## config.mk

```make
export PLATFORM = sky130hd
export DESIGN_NAME = datapath_sequencer
export DESIGN_NICKNAME = d
export VERILOG_FILES = /design/src/rtl/datapath_sequencer.sv
export SDC_FILE = /design/constraint.sdc
export NUM_CORES = 1
export LEC_CHECK = 0
export BUFFER_PORTS_ARGS = -buffer_cell sky130_fd_sc_hd__buf_2
export CORE_ASPECT_RATIO = 0.8
export CORE_UTILIZATION = 42
export CTS_CLUSTER_SIZE = 24
export DETAILED_ROUTE_END_ITERATION = 12
export PLACE_DENSITY = 0.76
export SYNTH_ARGS = -nofsm -noshare
export SYNTH_HDL_FRONTEND = slang
export SYNTH_SLANG_ARGS = --single-unit
export TNS_END_PERCENT = 20
```

## constraint.sdc

```tcl
create_clock -name clk -period 1.65 [get_ports clk]
set_clock_uncertainty 0.2 [all_clocks]
set_input_delay 0.2475 -clock clk [delete_from_list [all_inputs] [get_ports clk]]
set_output_delay 0.2475 -clock clk [all_outputs]
set_load 0.01 [all_outputs]
```

## src/rtl/datapath_sequencer.sv

```systemverilog
// Four-state instruction sequencer: accepts one 16-bit instruction at a time,
// decodes it and steps through DECODE, EXEC and WB, driving the ALU and
// register-file control signals from the state and the latched instruction.
module datapath_sequencer (
    input  logic        clk,
    input  logic        rst,
    input  logic        instr_valid,
    output logic        instr_ready,
    input  logic [15:0] instr,
    output logic [15:0] re,
    output logic [3:0]  rs,
    output logic [3:0]  rd,
    output logic [4:0]  opcode,
    output logic        ri,
    output logic [15:0] imm,
    output logic        fe,
    output logic        busy,
    output logic        illegal,
    output logic [7:0]  icount
);

    typedef enum logic [1:0] {
        StIdle   = 2'd0,
        StDecode = 2'd1,
        StExec   = 2'd2,
        StWb     = 2'd3
    } state_e;

    state_e      r_state;
    logic [15:0] r_ir;
    logic [7:0]  r_icount;

    logic [3:0]  w_class;
    logic [3:0]  w_ext;
    logic        w_legal;
    logic        w_compare;
    logic [4:0]  w_opcode;
    logic [15:0] w_imm;
    logic [15:0] w_re_onehot;

    assign w_class = r_ir[15:12];
    assign w_ext   = r_ir[7:4];

    // Legality of the latched instruction class / ext combination.
    always_comb begin
        w_legal = 1'b1;
        case (w_class)
            4'h4, 4'hC, 4'hE: w_legal = 1'b0;
            4'h8: begin
                case (w_ext)
                    4'h0, 4'h2, 4'h4, 4'h6: w_legal = 1'b1;
                    default:                w_legal = 1'b0;
                endcase
            end
            default: w_legal = 1'b1;
        endcase
    end

    // ALU opcode: register class uses ext, class 8 maps to shift/rotate ops.
    always_comb begin
        w_opcode = {1'b0, w_class};
        if (w_class == 4'h0) begin
            w_opcode = {1'b0, w_ext};
        end else if (w_class == 4'h8) begin
            case (w_ext)
                4'h0, 4'h4: w_opcode = 5'b11100;
                4'h6:       w_opcode = 5'b10011;
                4'h2:       w_opcode = 5'b10111;
                default:    w_opcode = {1'b0, w_class};
            endcase
        end
    end

    // Shift amounts are a zero-extended nibble; everything else a signed byte.
    assign w_imm = (w_class == 4'h8) ? {12'h000, r_ir[3:0]} : {{8{r_ir[7]}}, r_ir[7:0]};

    // Compares update flags only and never write the register file.
    assign w_compare   = (w_class == 4'hB) || ((w_class == 4'h0) && (w_ext == 4'hB));
    assign w_re_onehot = 16'd1 << r_ir[11:8];

    // Sequencer state, instruction register and retired-instruction counter.
    always_ff @(posedge clk or posedge rst) begin
        if (rst) begin
            r_state  <= StIdle;
            r_ir     <= 16'h0000;
            r_icount <= 8'h00;
        end else begin
            case (r_state)
                StIdle: begin
                    if (instr_valid) begin
                        r_ir    <= instr;
                        r_state <= StDecode;
                    end
                end
                StDecode: r_state <= w_legal ? StExec : StIdle;
                StExec:   r_state <= StWb;
                StWb: begin
                    r_state  <= StIdle;
                    r_icount <= r_icount + 8'd1;
                end
                default:  r_state <= StIdle;
            endcase
        end
    end

    // Output decode from state and the latched instruction.
    always_comb begin
        instr_ready = 1'b0;
        re          = 16'h0000;
        rs          = 4'h0;
        rd          = 4'h0;
        opcode      = 5'h00;
        ri          = 1'b0;
        imm         = 16'h0000;
        fe          = 1'b0;
        illegal     = 1'b0;
        unique case (r_state)
            // Reset forces IDLE already; ready is additionally held low while rst is high.
            StIdle:   instr_ready = ~rst;
            StDecode: illegal = ~w_legal;
            StExec: begin
                rs     = r_ir[3:0];
                rd     = r_ir[11:8];
                opcode = w_opcode;
                ri     = (w_class != 4'h0);
                imm    = w_imm;
                fe     = 1'b1;
            end
            StWb: begin
                rs     = r_ir[3:0];
                rd     = r_ir[11:8];
                opcode = w_opcode;
                ri     = (w_class != 4'h0);
                imm    = w_imm;
                re     = w_compare ? 16'h0000 : w_re_onehot;
            end
        endcase
    end

    assign busy   = (r_state != StIdle);
    assign icount = r_icount;

endmodule

```

==> summary.md <==
| Metric | Value |
|---|---|
| Area leader, netlist | dfrtp_1 |
| Mapped Cells | 164 |
| Placed Cells | 297 |
| Layout cells sized above 1 | 61.4% |
| Root buf cell | clkbuf_8 |
| Critical path type | reg2out |
| Worst-Margin Slew | 0.485 ns |
| Yosys reg bits | 26 |
| Final setup margin | -0.613 ns |
| MaxCap Viol Count | 0 |
| Fillcell total | 336 |
| Status | finished with violations |
| Crit. End Element | output pin |
| Lkg Pwr | 1.20 nW |
| Worst Setup Start Kind | flop |
| Post-synth ARST share | 100% |
| Die Y | 58.3 um |
| Critical Path RT | 1.20 ns |
| Rel. slew slack | 67.6% |
| Area share of the largest cell type after synthesis | 39.2% |
| P&R area growth vs syn | 45.6% |
| Max-slew violations | 0 |
| TritonCTS Buffers | 3 |
| Initial DRT Pass Iterations | 4 |
| RSZ-0062 raised after global routing | yes |
| Global-route wire length before repair | 6470 um |
| GRT overflow | 0 |
| Avg Cell Area, Syn | 10.1 um2 |
| Core area | 3800 um2 |
| Ant. Diodes | 0 |
| Critical Path AT | 1.82 ns |
| Non-filler cells, final | 304 |
| P per Cell Area | 1900 nW/um2 |
| Clock tree buffer depth | 2 |
| Worst Path Max Fanout | 8 |
| Initial antenna violation count | 0 |
| List of most frequent post-synthesis cells | 26 x dfrtp_1, 16 x mux2_2, 14 x buf_4, 14 x nor2_1 |
| Vias in the first global route | 1388 |
| # rows | 20 |
| Clock latency on the worst-skew pair | 0.26 ns |
| Pin count of the biggest net entering global routing | 17 |
| DP HPWL | 3060 um |
| Initial core utilization | 43.7% |
| Ys flop type | dfrtp_1 |
| Input/output buffers | 76 |
| Mapped Area | 1660 um2 |
| All-Layer GR Usage | 20.0% |
| Clk slew on worst S/H paths | 0.08 ns |
| Combinational Power Share | 64.3% |
| Drt drc | 0 |
| Setup_tns | -13.34 ns |
| I/O pin total | 77 |
| Routed length per instance | 13.9 um |
| Vias | 1485 |
| Routed WL | 4220 um |
| Violated checks | setup timing |
| Share of power burned in registers | 27.0% |
| Internal power | 0.00265 W |
| Die area | 4210 um2 |
| CTS tree | yes |
| # nets final | 270 |
| Worst vdd ir | 1010 uV |
| Vias per std cell | 4.88 |
| Net count after synthesis | 184 |
| Detailed Route Iter0 Violations | 9 |
| Final setup viols | 42 |
| Sw frac | 42.5% |
| Overall power | 0.00460 W |
| Ranking of synthesized cells by area | dfrtp_1 39%, mux2_2 11%, buf_4 6.3% |
| Most common cell in the netlist | dfrtp_1 |
| H-tree depth | 1 |
| Hold Crit Class | in2reg |
| Clock network power share | 8.7% |
| Die Wd | 72.3 um |
| Sink Count | 26 |
| Max Clock Freq | 442 MHz |
| GPL Wtd Cong | 0.792 |
| Yosys warnings | 0 |
| Crit path time final | 2.26 ns |
| NetSw | 0.00196 W |
| Final Hold Viols | 0 |
| Antenna Nets Post-Route | 0 |
| Final worst path period share | 137% |
| Sequential area share after synthesis | 39.2% |
| EDFF count, synth | 0 |
| Netlist cell types | 48 |
[state kept, by name, indices dropped and copies added (netlist names), named ones only]
name     cells
r_state      1
r_ir        16
icount       8
[worst paths after layout]
path / start / end / slack, ns / depth (start not counted)
worst max-delay path: r_ir[15]$_DFFE_PP0P_ / re[12] / -0.61 / 5
worst max register to register: flop / r_ir[12]$_DFFE_PP0P_ / -0.01 / 4
max in group asynchronous: rst / r_ir[9]$_DFFE_PP0P_ / 0.43 / 4
min in group asynchronous: rst / icount[7]$_DFFE_PP0P_ / 0.36 / 3
worst min-delay path: instr[9] / r_ir[9]$_DFFE_PP0P_ / 0.01 / 2
worst min register to register: icount[7]$_DFFE_PP0P_ / icount[7]$_DFFE_PP0P_ / 0.29 / 1
[power groups by stage]
stage | combinational (W) | clock, W | sequential [W]
final | 0.00296 | 0.000398 | 0.00124
after global routing | 0.00321 | 0.000440 | 0.00129
after CTS | 0.00264 | 0.000414 | 0.00121
after detailed placement | 0.00249 | 0 | 0.00121
after global placement | 0.00245 | 0 | 0.00119
after floorplan | 0.00178 | 0 | 0.00113
[logic make-up after synthesis]
kind of cell / synth area share, %
and+or+nand+nor: 22.2
buffers and inverters: 13.3
DFF: 39.2
AOI/OAI and AO/OA: 9.41
muxes: 11.5
xor gates and xnor gates: 3.69
adders and majority gates: 0.753
[worst max-delay path: stages (launching register included)]
cell	delay (ns)
dfrtp_1	0.41
or4bb_4	0.59
o21ai_4	0.20
buf_12	0.15
nor4_2	0.05
buf_2	0.15
[layer usage]
layer	routed length (um)	track usage (%)	share of wire, %
met5	0	0	0
met3	233	4.52	5.5
met2	2140	35.9	51
met4	46	4.48	1.1
met1	1800	24.6	43
[stage by stage]
step	hold WS, ns	setup WS, ns	utilization, %	area [um2]
after detailed placement	0.108	-0.303	56.6	2150
after CTS	0.00334	-0.599	59.9	2280
after global routing	0.00143	-0.694	63.6	2420
final	0.0117	-0.613	63.6	2420
after floorplan	0.0875	-0.213	-	1680
after global placement	0.0963	-0.276	56.6	2150
[cells in the final DEF, fill, tap and decap left out, drive strengths merged, types with 2 or more instances in the layout]
cell and instances:
o2111ai 2, nor2 15, a21oi 4, nand3 3
and3 3, clkbuf 4, dfrtp 26, buf 101
nand2b 2, nand2 6, o21ai 4, nand4 4
nor4 6, nor3 4, inv 10, xnor2 6
and2 10, dlygate4sd3 2, o31ai 2, mux2 17
[area by class of cell]
| cell class | count | area [um2] | area share, % |
|---|---|---|---|
| Clock buffer | 4 | 55.1 | 2.28 |
| Inverter | 10 | 37.5 | 1.55 |
| Multi-Input combinational cell | 106 | 943 | 39.0 |
| Sequential cell | 26 | 653 | 27.0 |
| Tap cell | 55 | 68.8 | 2.84 |
| Timing Repair Buffer | 103 | 662 | 27.4 |
[what timing repair did]
action | in CTS | in global routing
pin swaps | 8 | 15
hold endpoints to repair | 12 | 0
gates resized for setup | 15 | 30
hold buffers | 2 | 0
setup endpoints to repair | 57 | 63
setup buffers | 0 | 1
(Power assumes the default switching activity.)
